`src/rtl/load_store_unit_if.sv`:
```
// rtl/load_store_unit_if.sv - request/response and data-memory bundle for the load/store unit
interface load_store_unit_if #(
    parameter int ADDR_W = 9
);
    logic              req_valid;
    logic              req_ready;
    logic              req_we;
    logic [1:0]        req_size;
    logic              req_unsigned;
    logic [31:0]       req_addr;
    logic [31:0]       req_wdata;
    logic              rsp_valid;
    logic [31:0]       rsp_rdata;
    logic              rsp_err;
    logic              mem_we;
    logic [ADDR_W-1:0] mem_addr;
    logic [31:0]       mem_din;
    logic [31:0]       mem_dout;

    // Seen from the load/store unit itself
    modport slave (
        input  req_valid, req_we, req_size, req_unsigned, req_addr, req_wdata, mem_dout,
        output req_ready, rsp_valid, rsp_rdata, rsp_err, mem_we, mem_addr, mem_din
    );

    // Seen from the processor port and the data memory together
    modport master (
        output req_valid, req_we, req_size, req_unsigned, req_addr, req_wdata, mem_dout,
        input  req_ready, rsp_valid, rsp_rdata, rsp_err, mem_we, mem_addr, mem_din
    );
endinterface

```
`src/rtl/load_store_unit.sv`:
```
// rtl/load_store_unit.sv - byte/half/word load/store adapter onto a word-wide synchronous RAM
module load_store_unit #(
    parameter int ADDR_W = 9
) (
    input  logic             clk,
    input  logic             rst,
    load_store_unit_if.slave lsu
);
    localparam logic [2:0] S_IDLE  = 3'd0;
    localparam logic [2:0] S_READ  = 3'd1;
    localparam logic [2:0] S_MERGE = 3'd2;
    localparam logic [2:0] S_WRITE = 3'd3;
    localparam logic [2:0] S_RESP  = 3'd4;

    localparam logic [1:0] SZ_BYTE = 2'b00;
    localparam logic [1:0] SZ_HALF = 2'b01;
    localparam logic [1:0] SZ_WORD = 2'b10;

    logic [2:0]        state_q, state_d;
    logic              we_q, we_d;
    logic [1:0]        size_q, size_d;
    logic              unsigned_q, unsigned_d;
    logic [1:0]        lane_q, lane_d;
    logic              err_q, err_d;
    logic [ADDR_W-1:0] mem_addr_q, mem_addr_d;
    logic [31:0]       mem_din_q, mem_din_d;
    logic [31:0]       rsp_rdata_q, rsp_rdata_d;
    logic              rsp_err_q, rsp_err_d;

    logic        accept;
    logic        illegal;
    logic [31:0] shifted;
    logic [31:0] load_data;
    logic [31:0] merged;
    logic [31:0] resp_data;

    // Upper address bits only select beyond the RAM, so the word index wraps
    logic unused_addr_hi;
    assign unused_addr_hi = ^lsu.req_addr[31:ADDR_W+2];

    // Accept decode and alignment check on the live request
    always_comb begin
        accept  = lsu.req_valid && (state_q == S_IDLE);
        illegal = (lsu.req_size == 2'b11)
               || ((lsu.req_size == SZ_HALF) && lsu.req_addr[0])
               || ((lsu.req_size == SZ_WORD) && (lsu.req_addr[1:0] != 2'b00));
    end

    // Lane extraction with sign/zero extension, and lane insertion for sub-word stores
    always_comb begin
        shifted   = lsu.mem_dout >> {lane_q, 3'b000};
        load_data = lsu.mem_dout;
        merged    = lsu.mem_dout;
        case (size_q)
            SZ_BYTE: begin
                load_data = unsigned_q ? {24'h000000, shifted[7:0]}
                                       : {{24{shifted[7]}}, shifted[7:0]};
                merged[{lane_q, 3'b000} +: 8] = mem_din_q[7:0];
            end
            SZ_HALF: begin
                load_data = unsigned_q ? {16'h0000, shifted[15:0]}
                                       : {{16{shifted[15]}}, shifted[15:0]};
                merged[{lane_q[1], 4'b0000} +: 16] = mem_din_q[15:0];
            end
            default: begin
                load_data = lsu.mem_dout;
                merged    = lsu.mem_dout;
            end
        endcase
        // Only a successful load returns data; stores and errors report zero
        resp_data = (!we_q && !err_q) ? load_data : 32'h0;
    end

    // Next-state and register-update logic for the access sequence
    always_comb begin
        state_d     = state_q;
        we_d        = we_q;
        size_d      = size_q;
        unsigned_d  = unsigned_q;
        lane_d      = lane_q;
        err_d       = err_q;
        mem_addr_d  = mem_addr_q;
        mem_din_d   = mem_din_q;
        rsp_rdata_d = rsp_rdata_q;
        rsp_err_d   = rsp_err_q;
        case (state_q)
            S_IDLE: begin
                if (accept) begin
                    we_d       = lsu.req_we;
                    size_d     = lsu.req_size;
                    unsigned_d = lsu.req_unsigned;
                    lane_d     = lsu.req_addr[1:0];
                    err_d      = illegal;
                    if (illegal) begin
                        // Rejected requests leave the memory-side signals untouched
                        state_d = S_RESP;
                    end else begin
                        mem_addr_d = lsu.req_addr[ADDR_W+1:2];
                        // Store data parks in mem_din until MERGE or WRITE uses it
                        mem_din_d  = lsu.req_wdata;
                        state_d    = (lsu.req_we && (lsu.req_size == SZ_WORD)) ? S_WRITE : S_READ;
                    end
                end
            end
            S_READ: begin
                state_d = we_q ? S_MERGE : S_RESP;
            end
            S_MERGE: begin
                mem_din_d = merged;
                state_d   = S_WRITE;
            end
            S_WRITE: begin
                state_d = S_RESP;
            end
            S_RESP: begin
                rsp_rdata_d = resp_data;
                rsp_err_d   = err_q;
                state_d     = S_IDLE;
            end
            default: begin
                state_d = S_IDLE;
            end
        endcase
    end

    // State and datapath registers, cleared asynchronously
    always_ff @(posedge clk or negedge rst) begin
        if (!rst) begin
            state_q     <= S_IDLE;
            we_q        <= 1'b0;
            size_q      <= 2'b00;
            unsigned_q  <= 1'b0;
            lane_q      <= 2'b00;
            err_q       <= 1'b0;
            mem_addr_q  <= '0;
            mem_din_q   <= 32'h0;
            rsp_rdata_q <= 32'h0;
            rsp_err_q   <= 1'b0;
        end else begin
            state_q     <= state_d;
            we_q        <= we_d;
            size_q      <= size_d;
            unsigned_q  <= unsigned_d;
            lane_q      <= lane_d;
            err_q       <= err_d;
            mem_addr_q  <= mem_addr_d;
            mem_din_q   <= mem_din_d;
            rsp_rdata_q <= rsp_rdata_d;
            rsp_err_q   <= rsp_err_d;
        end
    end

    // Load data only exists on mem_dout during RESP, so the response is
    // presented live in that cycle and held from the registers afterwards
    always_comb begin
        lsu.req_ready = (state_q == S_IDLE);
        lsu.rsp_valid = (state_q == S_RESP);
        lsu.rsp_rdata = (state_q == S_RESP) ? resp_data : rsp_rdata_q;
        lsu.rsp_err   = (state_q == S_RESP) ? err_q : rsp_err_q;
        lsu.mem_we    = (state_q == S_WRITE);
        lsu.mem_addr  = mem_addr_q;
        lsu.mem_din   = mem_din_q;
    end
endmodule

```
`src/flat_wrapper.sv`:
```
// flat-port wrapper written by rule: the top's interface ports become plain ports
module load_store_unit_flat 
#(
    parameter int ADDR_W = 9
)
  (clk, rst, lsu_req_valid, lsu_req_we, lsu_req_size, lsu_req_unsigned, lsu_req_addr, lsu_req_wdata, lsu_mem_dout, lsu_req_ready, lsu_rsp_valid, lsu_rsp_rdata, lsu_rsp_err, lsu_mem_we, lsu_mem_addr, lsu_mem_din);
  load_store_unit_if #(.ADDR_W(ADDR_W)) lsu_i ();
  input  logic clk;
  input  logic rst;
  input wire logic [$bits(lsu_i.req_valid)-1:0] lsu_req_valid;
  input wire logic [$bits(lsu_i.req_we)-1:0] lsu_req_we;
  input wire logic [$bits(lsu_i.req_size)-1:0] lsu_req_size;
  input wire logic [$bits(lsu_i.req_unsigned)-1:0] lsu_req_unsigned;
  input wire logic [$bits(lsu_i.req_addr)-1:0] lsu_req_addr;
  input wire logic [$bits(lsu_i.req_wdata)-1:0] lsu_req_wdata;
  input wire logic [$bits(lsu_i.mem_dout)-1:0] lsu_mem_dout;
  output wire logic [$bits(lsu_i.req_ready)-1:0] lsu_req_ready;
  output wire logic [$bits(lsu_i.rsp_valid)-1:0] lsu_rsp_valid;
  output wire logic [$bits(lsu_i.rsp_rdata)-1:0] lsu_rsp_rdata;
  output wire logic [$bits(lsu_i.rsp_err)-1:0] lsu_rsp_err;
  output wire logic [$bits(lsu_i.mem_we)-1:0] lsu_mem_we;
  output wire logic [$bits(lsu_i.mem_addr)-1:0] lsu_mem_addr;
  output wire logic [$bits(lsu_i.mem_din)-1:0] lsu_mem_din;
  assign lsu_i.req_valid = lsu_req_valid;
  assign lsu_i.req_we = lsu_req_we;
  assign lsu_i.req_size = lsu_req_size;
  assign lsu_i.req_unsigned = lsu_req_unsigned;
  assign lsu_i.req_addr = lsu_req_addr;
  assign lsu_i.req_wdata = lsu_req_wdata;
  assign lsu_i.mem_dout = lsu_mem_dout;
  assign lsu_req_ready = lsu_i.req_ready;
  assign lsu_rsp_valid = lsu_i.rsp_valid;
  assign lsu_rsp_rdata = lsu_i.rsp_rdata;
  assign lsu_rsp_err = lsu_i.rsp_err;
  assign lsu_mem_we = lsu_i.mem_we;
  assign lsu_mem_addr = lsu_i.mem_addr;
  assign lsu_mem_din = lsu_i.mem_din;
  load_store_unit #(.ADDR_W(ADDR_W)) u_core (.clk(clk), .rst(rst), .lsu(lsu_i));
endmodule
```
`config.mk`:
```
export PLATFORM = sky130hd
export DESIGN_NAME = load_store_unit_flat
export DESIGN_NICKNAME = d
export VERILOG_FILES = /design/src/rtl/load_store_unit_if.sv /design/src/rtl/load_store_unit.sv /design/src/flat_wrapper.sv
export SDC_FILE = /design/constraint.sdc
export NUM_CORES = 1
export LEC_CHECK = 0
export BUFFER_PORTS_ARGS = -buffer_cell sky130_fd_sc_hd__clkbuf_2
export CORE_ASPECT_RATIO = 1.4
export CORE_MARGIN = 4
export CORE_UTILIZATION = 35
export DETAILED_ROUTE_END_ITERATION = 12
export PLACE_DENSITY = 0.66
export SETUP_SLACK_MARGIN = 0.5
export SYNTH_ARGS = -nofsm -noshare
export SYNTH_HDL_FRONTEND = slang
export SYNTH_SLANG_ARGS = --single-unit
```
`constraint.sdc`:
```
create_clock -name clk -period 8 [get_ports clk]
set_input_delay 0.4 -clock clk [delete_from_list [all_inputs] [get_ports clk]]
set_output_delay 0.4 -clock clk [all_outputs]
set_load 0.005 [all_outputs]
```
==> qor.csv <==
stage;metric;value;unit
status;status;completed;
power_and_ir_drop;Pleak;2.940;nW
synthesis;Synth Area per Inst;9.946;um2
synthesis;Synth area leaders;dfrtp_1 (40%), mux2_2 (7.9%), mux4_2 (3.4%);
clocking;Sink Count;84;
floorplanning;I/O pin count;180;
synthesis;post-synthesis async set-or-reset flop share;1.000;
setup_path;Worst EP required;7.60;ns
placement;DP Area;0.006130;mm2
synthesis;Seq/Total Area, Yosys;0.3973;
drt;vias;5097;
global_routing;M1 GR Usage;0.2637;
synthesis;Main synth FF type;dfrtp_1;
final_layout;register area;0.002102;mm2
clocking;CTS buffer count;9;
drt;Residual DRC;0;
drt;Routed WL;18.72;mm
clocking;hold_buf cts;0;
synthesis;Post-Synthesis Cells;532;
global_routing;first-pass GRT wire length;29.32;mm
synthesis;synth warn;0;
global_routing;GRT Max-Usage Layer;met2;
synthesis;Post-Syn Area;0.005291;mm2
timing;setup violators final;0;
synthesis;post-synth top area cell;dfrtp_1;
timing;Final Cycle Share;0.5299;
global_routing;Total GRT Usage;0.2156;
clocking;Max Root-Sink Buffers;2;
power_and_ir_drop;Max VDD drop;0.0001992;V
setup_path;WS Path Type;flip-flop to output port;
setup_path;Arrival @ worst endpoint;3.84;ns
final_layout;Core Util, Final;0.4376;
timing;Worst Skew;0.009599;ns
global_routing;initial antenna violation count;0;
timing;Final Hold Fails;0;
drt;vias per cell;6.075;
clocking;H-Tree Depth;3;
synthesis;number of synthesized flops with an enable pin;0;
drt;Pre-antenna DRT Iters;5;
timing;Setup TNS;0;ns
final_layout;Antenna diodes;0;
timing;Slew HR;0.1075;
timing;Tmin final;4.240;ns
final_layout;Layout Cells excl Fill;839;
timing;Fmax;235.9;MHz
synthesis;flops & latches, synth;84;
synthesis;syn_nets;640;
hold_path;Hold/Removal Path Class;primary input to asynchronous set/reset pin;
clocking;CTS tree;built;
run;max-cap violations;0;
setup_path;crit end category;output port;
final_layout;fillcell total;1438;
clocking;post-CTS setup buffer count;0;
synthesis;Cell variety after synth;52;
synthesis;post-synth top area share;0.3973;
timing;Slew Viols, Final;0;
drt;wire per inst;22.31;um
global_routing;largest net degree at the start of global routing;85;
final_layout;proportion of layout cells with a drive suffix above 1;0.3754;
timing;RSZ-0062 raised after global routing;false;
global_routing;grt met2 use;0.3671;
floorplanning;Die X;111.9;um
placement;post-detail-place hpwl;14.01;mm
drt;First DRT Iteration DRCs;508;
floorplanning;die area;0.01718;mm2
timing;Min Hold Slack;0.2437;ns
floorplanning;Initial Utilization;0.3615;
floorplanning;Core Rows;52;
setup_path;Crit Path Max Fanout;18;
floorplanning;DIE HEIGHT;153.5;um
placement;GPL Wtd Cong;0.9154;
power_and_ir_drop;P per Cell Area;398.9;mW/mm2
floorplanning;core area;0.01464;mm2
global_routing;gr ovfl total;0;
placement;I/O Buffers;158;
final_layout;Final #Nets;755;
setup_path;Critical Path Start Type;flip-flop;
placement;cell count after placement;825;
final_layout;Final Cell Area;0.006406;mm2
global_routing;vias in the first global route;5127;
clocking;Clock Latency Late Sink;0.35;ns
global_routing;met3 usage;0.04668;
drt;Final ANT Viol Nets;0;
final_layout;combined area of the multi-input logic cells;0.002878;mm2
timing;Slew @ Worst Pin;1.321;ns
clocking;post_cts resized;0;
clocking;CTS Root Cell;clkbuf_16;
final_layout;Area Growth Syn to Fin;21.07;%
clocking;Clock transition at path regs;0.06;ns
registers in the layout (all words and copies together) (netlist names):
name / count
u_core.lsu.mem_din: 32
u_core.rsp_rdata_q: 32
u_core.lane_q: 2
u_core.size_q: 2
u_core.rsp_err_q: 1
u_core.lsu.mem_addr: 9
u_core.err_q: 1
u_core.state_q: 3
u_core.unsigned_q: 1
u_core.we_q: 1
cell usage in the layout, fill, tap and decap left out, types with 9 or more instances in the layout:
cell,netlist,layout
clkbuf_16,0,9
o221ai_1,14,14
nand2_1,38,38
inv_1,14,14
a22oi_1,14,14
a221oi_1,16,16
buf_4,0,9
nand4_1,22,22
a21oi_1,28,28
nor2_1,13,13
o21ai_0,31,31
clkbuf_2,0,157
dfrtp_1,84,84
a221o_2,10,10
mux2_2,37,37
nor2b_1,9,9
a22o_1,9,9
mux2i_1,10,10
final cells by class:
type,count,area share
Clock buffer,12,0.04160
Clock inverter,2,0.001563
Inverter,16,0.009375
Multi-Input combinational cell,370,0.4492
Sequential cell,84,0.3281
Tap cell,189,0.03691
Timing Repair Buffer,166,0.1332
cells by family after synthesis:
family,after synthesis,synth area share
AND/OR/NAND/NOR,124,0.1336
AO/OA/AOI/OAI,186,0.2646
flip-flops,84,0.3973
adder cells (fa/ha/maj),5,0.01182
buffers and inverters,78,0.06101
multiplexers,55,0.1317
critical path, cell delays in order (launching register included):
cell	delay [ns]
dfrtp_1	0.73
nor4bb_1	1.10
a32oi_1	0.28
a2111oi_4	0.99
a221o_2	0.27
clkbuf_2	0.12
where the power goes:
| part | total [mW] | leakage [nW] | internal [mW] | switching (mW) |
|---|---|---|---|---|
| clock | 0.391 | 0.140 | 0.231 | 0.160 |
| combinational | 1.35 | 1.75 | 0.594 | 0.756 |
| sequential | 0.814 | 1.05 | 0.615 | 0.199 |
| total | 2.56 | 2.94 | 1.44 | 1.11 |
final timing paths:
path	start	endpoint	slack, ns	depth (start not counted)
min in group clk	lsu_req_addr[1]	u_core.lane_q[1]	0.29	3
worst max-delay path	u_core.size_q[0]	lsu_rsp_rdata[22]	3.76	5
worst min-delay path	rst	u_core.lane_q[1]	0.24	1
worst min register to register	u_core.rsp_rdata_q[15]	u_core.rsp_rdata_q[15]	0.48	1
max in group asynchronous	rst	u_core.state_q[0]	7.06	1
worst max register to register	u_core.size_q[0]	u_core.rsp_rdata_q[22]	4.55	4
Yosys cell counts, drive strengths merged (9+ instances only):
master   instances
buf             16
nand4           22
mux2            37
nor2            14
a22oi           14
a22o             9
o21ai           34
dfrtp           84
o221ai          14
a2111oi          9
a221o           17
a21oi           28
a221oi          16
nor2b            9
nand2           38
clkbuf          46
inv             14
mux2i           10
per-stage QoR:
| stage | worst slack, ns | power (mW) |
|---|---|---|
| after detailed placement | 4.137 | 2.162 |
| after global routing | 3.535 | 2.731 |
| final | 3.760 | 2.555 |
| after floorplan | 5.088 | 1.680 |
| after global placement | 4.304 | 2.124 |
| after CTS | 3.770 | 2.560 |
routing by layer:
layer | wire, um | share of wire
met5 | 0 | 0
met4 | 576 | 0.031
met3 | 1147 | 0.061
met2 | 9712 | 0.52
met1 | 7284 | 0.39
Note: power is estimated with default switching activity, not from simulation.
